File: src/rtl/systolic_controller.sv
// Sequencing controller for the buffered systolic module: streams operand vectors
// into the double buffers, pulses swap/shift per step, then reads results out.
module systolic_controller #(
  parameter int DATA_WIDTH     = 8,
  parameter int MATRIX_SIZE    = 8,
  parameter int ADDR_WIDTH     = $clog2(MATRIX_SIZE),
  parameter int ACC_WIDTH      = 32,
  parameter int ACC_ADDR_WIDTH = $clog2(MATRIX_SIZE * MATRIX_SIZE),
  parameter int STEP_WIDTH     = 8
) (
  input  logic                      clk,
  input  logic                      rst,
  input  logic                      start,
  input  logic [STEP_WIDTH-1:0]     cfg_steps,
  output logic                      busy,
  output logic                      done,
  input  logic                      in_valid,
  output logic                      in_ready,
  input  logic [DATA_WIDTH-1:0]     in_top,
  input  logic [DATA_WIDTH-1:0]     in_left,
  output logic                      out_valid,
  input  logic                      out_ready,
  output logic [ACC_WIDTH-1:0]      out_data,
  output logic [ACC_ADDR_WIDTH-1:0] out_index,
  input  logic [ACC_WIDTH-1:0]      acc_in,
  output logic                      acc_rst,
  output logic                      acc_en,
  output logic                      shift_en_right,
  output logic                      shift_en_down,
  output logic                      buffer_rst_top,
  output logic                      buffer_rst_left,
  output logic                      load_en_top,
  output logic                      load_en_left,
  output logic                      swap_buffers_top,
  output logic                      swap_buffers_left,
  output logic [ADDR_WIDTH-1:0]     addr_top,
  output logic [ADDR_WIDTH-1:0]     addr_left,
  output logic [DATA_WIDTH-1:0]     data_in_top,
  output logic [DATA_WIDTH-1:0]     data_in_left,
  output logic [ACC_ADDR_WIDTH-1:0] addr_acc
);

  typedef enum logic [2:0] {IDLE, CLEAR, LOAD, SWAP, SHIFT, RADDR, ROUT} state_t;

  localparam logic [ADDR_WIDTH-1:0]     LAST_ELEM = ADDR_WIDTH'(MATRIX_SIZE - 1);
  localparam logic [ACC_ADDR_WIDTH-1:0] LAST_IDX  = ACC_ADDR_WIDTH'(MATRIX_SIZE * MATRIX_SIZE - 1);

  state_t                state, next_state;
  logic [STEP_WIDTH-1:0] steps_q;
  logic [STEP_WIDTH-1:0] step_cnt;
  logic [STEP_WIDTH-1:0] step_inc;
  logic [ADDR_WIDTH-1:0] elem_cnt;
  logic                  beat;
  logic                  out_fire;
  logic                  last_elem;
  logic                  last_idx;
  logic                  steps_left;

  always_ff @(posedge clk or posedge rst) begin
    if (rst) state <= IDLE;
    else     state <= next_state;
  end

  always_comb begin
    next_state = state;
    busy       = (state != IDLE);
    in_ready   = (state == LOAD);
    out_valid  = (state == ROUT);
    beat       = in_valid && (state == LOAD);
    out_fire   = out_ready && (state == ROUT);
    last_elem  = (elem_cnt == LAST_ELEM);
    last_idx   = (addr_acc == LAST_IDX);
    // Step counter never wraps: compare the incremented value against the latched count.
    step_inc   = step_cnt + STEP_WIDTH'(1);
    steps_left = (step_inc != steps_q);
    case (state)
      IDLE:    if (start) next_state = CLEAR;
      CLEAR:   next_state = (steps_q != '0) ? LOAD : RADDR;
      LOAD:    if (beat && last_elem) next_state = SWAP;
      SWAP:    next_state = SHIFT;
      SHIFT:   next_state = steps_left ? LOAD : RADDR;
      RADDR:   next_state = ROUT;
      ROUT:    if (out_fire) next_state = last_idx ? IDLE : RADDR;
      default: next_state = IDLE;
    endcase
  end

  // Module controls are registered: each pulse lands one cycle after its cause,
  // so the final load_en coincides with SWAP and swap_buffers follows a cycle later.
  always_ff @(posedge clk or posedge rst) begin
    if (rst) begin
      steps_q           <= '0;
      step_cnt          <= '0;
      elem_cnt          <= '0;
      done              <= 1'b0;
      out_data          <= '0;
      out_index         <= '0;
      acc_rst           <= 1'b0;
      acc_en            <= 1'b0;
      shift_en_right    <= 1'b0;
      shift_en_down     <= 1'b0;
      buffer_rst_top    <= 1'b0;
      buffer_rst_left   <= 1'b0;
      load_en_top       <= 1'b0;
      load_en_left      <= 1'b0;
      swap_buffers_top  <= 1'b0;
      swap_buffers_left <= 1'b0;
      addr_top          <= '0;
      addr_left         <= '0;
      data_in_top       <= '0;
      data_in_left      <= '0;
      addr_acc          <= '0;
    end else begin
      acc_rst           <= (state == CLEAR);
      buffer_rst_top    <= (state == CLEAR);
      buffer_rst_left   <= (state == CLEAR);
      load_en_top       <= beat;
      load_en_left      <= beat;
      swap_buffers_top  <= (state == SWAP);
      swap_buffers_left <= (state == SWAP);
      acc_en            <= (state == SHIFT);
      shift_en_right    <= (state == SHIFT);
      shift_en_down     <= (state == SHIFT);
      done              <= out_fire && last_idx;

      if (beat) begin
        addr_top     <= elem_cnt;
        addr_left    <= elem_cnt;
        data_in_top  <= in_top;
        data_in_left <= in_left;
        elem_cnt     <= last_elem ? '0 : elem_cnt + ADDR_WIDTH'(1);
      end

      case (state)
        IDLE: begin
          if (start) begin
            steps_q  <= cfg_steps;
            step_cnt <= '0;
            elem_cnt <= '0;
            addr_acc <= '0;
          end
        end
        CLEAR: addr_acc <= '0;
        SHIFT: begin
          step_cnt <= step_inc;
          if (!steps_left) addr_acc <= '0;
        end
        RADDR: begin
          out_data  <= acc_in;
          out_index <= addr_acc;
        end
        ROUT: begin
          if (out_fire && !last_idx) addr_acc <= addr_acc + ACC_ADDR_WIDTH'(1);
        end
        default: ;
      endcase
    end
  end

endmodule

File: config.mk
export PLATFORM = sky130hd
export DESIGN_NAME = systolic_controller
export DESIGN_NICKNAME = d
export VERILOG_FILES = /design/src/rtl/systolic_controller.sv
export SDC_FILE = /design/constraint.sdc
export NUM_CORES = 1
export LEC_CHECK = 0
export BUFFER_PORTS_ARGS = -buffer_cell sky130_fd_sc_hd__buf_2
export CAP_MARGIN = 20
export CORE_MARGIN = 2
export CORE_UTILIZATION = 47
export CTS_BUF_LIST = sky130_fd_sc_hd__clkbuf_8
export CTS_CLUSTER_SIZE = 12
export DETAILED_ROUTE_END_ITERATION = 16
export GPL_TIMING_DRIVEN = 0
export PLACE_DENSITY = 0.79
export SLEW_MARGIN = 10
export SYNTH_ARGS = -nofsm -noshare
export SYNTH_HDL_FRONTEND = slang
export SYNTH_SLANG_ARGS = --single-unit
File: constraint.sdc
create_clock -name clk -period 2.5 [get_ports clk]
set_input_delay 0.25 -clock clk [delete_from_list [all_inputs] [get_ports clk]]
set_output_delay 0.25 -clock clk [all_outputs]
set_load 0.01 [all_outputs]
# Yosys cells after proc, flatten, opt, wreduce, memory -nomap -nowiden
# Cells that the tools add are included.
# Widths: inputs -> output; s select.
# word_totals
ff_bits	90
output_inout_bits	80
# classes
add_sub_neg	3
eq_ne	14
mux	17
n_reduce_logical	15
# op_table
op	n
$mux 3	10
$pmux 6 s4	1
$pmux 3 s7	1
$mux 6	3
$pmux 8 s2	1
$eq 3x3->1 const B	4
$add 8x1->8 const B	1
$mux 8	1
$ne 8x8->1	1
$reduce_bool 8->1	1
$add 6x1->6 const B	1
$eq 3x2->1 const B	2
$eq 6x6->1 const B	1
$ne 2x1->1 const B	3
$logic_and 1x1->1	5
$ne 2x2->1 const B	2
$reduce_and 2->1	2
$reduce_and 4->1	1
$reduce_bool 4->1	1
$add 3x1->3 const B	1
$eq 3x1->1 const B	1
$logic_not 3->1	1
$reduce_and 3->1	1
$reduce_bool 3->1	1
other kinds (2)	2

# Depth between registers and ports, before layout
# depth
word_depth	5
depth_mapped	7
depth_no_buf	6

# Worst setup path before layout
# No wires, ideal clock.
# synth_timing
path_type	reg2reg
startpoint	reg step_cnt[6]
endpoint	reg state[1]
setup_time_ps	150
arrival_time_ps	1812
required_ps	2350
path_slack_ps	538
path_stages_with_launch	6
path_buffers	0
synth_period_minus_slack_ps	1962
cell_sequence	dfrtp_1 or3b_1 a2111oi_2 nor3b_1 nor4b_4 o311ai_0
# synth_via
elab_chain_len	4
# synth_lines
element	line_no	rtl
from (decl)	50	logic [STEP_WIDTH-1:0] step_cnt;
from (signal assigned)	145	step_cnt <= step_inc;
$add 8x1->8	74	step_inc = step_cnt + STEP_WIDTH'(1);
$ne 8x8->1	75	steps_left = (step_inc != steps_q);
$mux 3	81	SHIFT: next_state = steps_left ? LOAD : RADDR;
$pmux 3 s7	76	case (state)
to (signal assigned)	61	else state <= next_state;
to (decl)	48	state_t state, next_state;
# Every way passes these cells.
# A chain may end at the register's enable or synchronous reset.

# Worst setup path after layout
# layout_timing
startpoint	reg step_cnt[5]
endpoint	reg addr_acc[1]
# layout_via
elab_chain_len	4
# layout_lines
element	line_no	rtl
$add 8x1->8	74	
$ne 8x8->1	75	
$ne 2x2->1 (no source line)	n/a	
$reduce_and 4->1 (no source line)	n/a	
to (signal assigned)	153	if (out_fire && !last_idx) addr_acc <= addr_acc + ACC_ADDR_WIDTH'(1);
to (decl)	40	output logic [ACC_ADDR_WIDTH-1:0] addr_acc
# Every way passes these cells.

==> impl_summary.txt <==
----------------------------------------------------
[Outcome]
  Status ... completed

[Clock network]
  Number of buffers added by the clock tree synthesis step ... 9
  Clock tree from TritonCTS ... yes
  Number of buffers on the longest clock path ... 2
  Clk sinks ... 90
  Worst-path clk slew ... ~0.090 ns
  Post-CTS resize count ... 0
  CTS root buf ... sky130_fd_sc_hd__clkbuf_8
  Total number of H-tree levels ... 3
  Clock latency of the later-clocked register in the worst-skew pair ... ~0.36 ns

[Yosys]
  Number of distinct standard cells referenced by the synthesized netlist ... 45
  Syn Std Cell Area ... between 4000 and 5000 um2
  Portion of synthesized cell area occupied by the leading cell type ... 56.0%
  Synth async-reset ratio ... 100%
  Synth Warn # ... 0
  Number of synthesized register bits ... 90
  Synthesized area per cell ... 10.9 um2
  Dominant cell by count in the synthesized netlist ... sky130_fd_sc_hd__dfrtp_1
  Synth top cells by count ... 90 x sky130_fd_sc_hd__dfrtp_1, 85 x sky130_fd_sc_hd__nand2_1, 46 x sky130_fd_sc_hd__mux2_2, 17 x sky130_fd_sc_hd__o21ai_0, 14 x sky130_fd_sc_hd__nor2_1
  Library cell with the largest summed area after synthesis ... sky130_fd_sc_hd__dfrtp_1
  Sequential area share after synthesis ... 56.0%
  Predominant post-synthesis flop cell ... sky130_fd_sc_hd__dfrtp_1
  Net Count, Synth ... about 440
  Number of instances in the synthesized netlist ... 370
  Ranking of synthesized cells by area ... sky130_fd_sc_hd__dfrtp_1 56%, sky130_fd_sc_hd__mux2_2 13%, sky130_fd_sc_hd__nand2_1 7.9%
  Number of synthesized flops with an enable pin ... 0

[Die]
  Starting Density ... 48.7%
  Die Area ... ~9300 um2
  Die height ... between 90 and 100 um
  Placeable core region ... 8260 um2
  Number of placed I/O pins ... between 100 and 150
  # rows ... 33
  Floorplan die width ... between 90 and 100 um

[Global routing]
  Maximum number of pins on one net before global-route repair ... 37
  Via count of the first global-routing pass ... between 3,000 and 4,000
  Global-route total usage across every layer ... a little under a fifth
  First-pass GRT wire length ... 13,600 um
  Number of antenna violations at the first check in global routing ... 0
  Overflow after GRT ... 0

[Worst setup path]
  Worst reg2reg setup slack ... about 0.23 ns
  Kind of end point of the critical path ... flip-flop
  Crit path launch type ... flip-flop
  Worst path required time ... around 2.7 ns
  Worst endpoint data arrival time ... ~2.5 ns
  Critical path type ... reg -> reg
  Biggest fanout along the worst timing path ... 9

[Place]
  GP Congestion ... around 0.86
  Detailed placer's ending HPWL ... roughly 6600 um
  Port-buffer cells ... 140
  Cell count after placement ... 617

[Power]
  Total power per unit cell area ... between 1000 and 1500 nW/um2
  Leakage ... between 2 and 3 nW
  Peak ir drop on the vdd network ... about 0.55 mV

[Timing]
  Setup violations, final ... 0
  Worst Clk Skew ... ~0.011 ns
  Total count of max-transition violations in the final report ... 0
  Final cycle utilization of the critical path ... 90.8%
  Worst Max-Slew Pin Slew ... around 0.65 ns
  Achievable frequency ... around 440 MHz
  Relative slew slack ... a little under three fifths
  Unrepaired setup endpoints after global routing ... no
  Post-route minimum period ... ~2.3 ns
  Sum of negative setup slack ... 0 ns
  Number of failing hold endpoints at the final stage ... 0

[Finish]
  Non-filler instance count after layout ... ~630
  Nets@finish ... about 590
  Fraction of layout cells with a size suffix above 1 ... 41.6%
  Layout overhead on the synthesized area ... 27.3%
  Diode insertion count for antenna repair ... 0
  Final core utilization ... a little over 60%

[Detailed routing]
  Post-route DRC ... 0
  ANT nets after route ... 0
  DR vias ... about 3,300
  Routed wire length ... roughly 9000 um
  DRT iter0 DRCs ... ~190
  Vias per std cell ... approximately 5.2
  Number of search-and-repair iterations in the first detailed-routing pass ... 5
  DR WL/cell ... ~14 um

[Min path]
  Worst min-delay path category ... in -> reg

[Run]
  Max-capacitance violation count ... 0

----------------------------------------------------
[stage by stage]
step	hold slack [ns]	area, um2	worst slack (ns)	power, mW
2_1_floorplan	0.355	4030	0.538	3.77
3_3_place_gp	0.438	4860	0.308	4.52
3_5_place_dp	0.381	4900	0.221	4.64
4_1_cts	0.0741	5120	0.215	5.67
5_1_grt	0.0784	5120	0.0357	6.03
6_report	0.0792	5120	0.229	5.61
[kinds of logic (layout without fill, tap and decap cells)]
group / count (synthesis) / in the layout / share of synthesized area (%)
XOR/XNOR: 11 / 11 / 2.39
adder cells (fa/ha/maj): 4 / 4 / 1.24
AND/OR/NAND/NOR: 137 / 137 / 15.4
buffers and inverters: 32 / 191 / 3.89
flip-flops: 90 / 90 / 56.0
AO/OA/AOI/OAI: 49 / 49 / 7.99
multiplexers: 47 / 47 / 13.1
[metal layers]
layer | vias up | global-route usage (%) | share of wire [%] | routed length (um)
met3 | 9 | 3.72 | 7.5 | 660
met2 | 140 | 32.8 | 49 | 4270
met5 | - | 0 | 0 | 0
li1 | 1579 | - | - | -
met1 | 1578 | 23.4 | 43 | 3740
met4 | 0 | 5.52 | 1.1 | 97
[power breakdown]
part | switching (mW) | leakage (nW) | total (mW) | internal [mW]
registers | 0.356 | 1.13 | 2.38 | 2.03
clock network | 0.507 | 0.106 | 1.03 | 0.520
logic | 1.14 | 1.38 | 2.20 | 1.06
total | 2.01 | 2.62 | 5.61 | 3.60
[cells in the final DEF (no fill, tap or decap), types with 3 or more instances in the layout]
cell,Yosys,routed
sky130_fd_sc_hd__a21oi_1,10,10
sky130_fd_sc_hd__a31oi_1,3,3
sky130_fd_sc_hd__buf_1,4,4
sky130_fd_sc_hd__buf_2,2,142
sky130_fd_sc_hd__buf_4,9,9
sky130_fd_sc_hd__clkbuf_1,10,10
sky130_fd_sc_hd__clkbuf_8,0,11
sky130_fd_sc_hd__dfrtp_1,90,90
sky130_fd_sc_hd__ha_1,4,4
sky130_fd_sc_hd__inv_1,7,6
sky130_fd_sc_hd__mux2_2,46,46
sky130_fd_sc_hd__nand2_1,85,85
sky130_fd_sc_hd__nand3_1,8,8
sky130_fd_sc_hd__nor2_1,14,14
sky130_fd_sc_hd__nor2b_1,3,3
sky130_fd_sc_hd__nor3_1,8,8
sky130_fd_sc_hd__nor3b_1,4,4
sky130_fd_sc_hd__nor4_1,3,3
sky130_fd_sc_hd__o21ai_0,17,17
sky130_fd_sc_hd__xnor2_1,7,7
sky130_fd_sc_hd__xor2_1,4,4
[critical path, stage by stage, from the launching register on]
cell and delay [ns]:
sky130_fd_sc_hd__dfrtp_1 0.48, sky130_fd_sc_hd__or3b_1 0.39, sky130_fd_sc_hd__a2111oi_2 0.38, sky130_fd_sc_hd__nor3b_1 0.14, sky130_fd_sc_hd__nor4b_4 0.56, sky130_fd_sc_hd__o21ai_0 0.18
[path summary, 6_finish.rpt]
path,startpoint,end,cells after the start
max in group asynchronous,rst,steps_q[2]$_DFFE_PP0P_,4
max reg2reg,step_cnt[5]$_DFFE_PP0P_,addr_acc[1]$_DFFE_PP0P_,5
min reg2reg,data_in_left[7]$_DFFE_PP0P_,data_in_left[7]$_DFFE_PP0P_,2
max,step_cnt[5]$_DFFE_PP0P_,addr_acc[1]$_DFFE_PP0P_,5
min in group asynchronous,rst,data_in_left[7]$_DFFE_PP0P_,3
min,in_left[5],data_in_left[5]$_DFFE_PP0P_,3
[flip-flops by register name, indices dropped and copies added, names as in the netlist]
| signal | count |
|---|---|
| steps_q | 8 |
| load_en_left | 1 |
| addr_acc | 6 |
| elem_cnt | 3 |
| out_data | 32 |
| out_index | 6 |
| addr_left | 3 |
| swap_buffers_left | 1 |
| done | 1 |
| data_in_top | 8 |
| step_cnt | 8 |
| buffer_rst_left | 1 |
| shift_en_down | 1 |
| state | 3 |
| data_in_left | 8 |
[final cells by class]
class | instances | area, um2
plain buffers | 25 | 130
clock buffers | 11 | 151
clock inverters | 5 | 60.1
fillers | 687 | 3140
inverters | 7 | 30.0
multi-input cells | 248 | 1620
flip-flops and latches | 90 | 2250
well taps | 105 | 131
repair buffers | 143 | 751
[timing repair]
item,4_1_cts,5_1_grt
buffers inserted,0,0
hold buffers,1,0
endpoints found under the hold margin,7,0
endpoints found under the setup margin,0,0
Note: power is estimated with default switching activity, not from simulation.
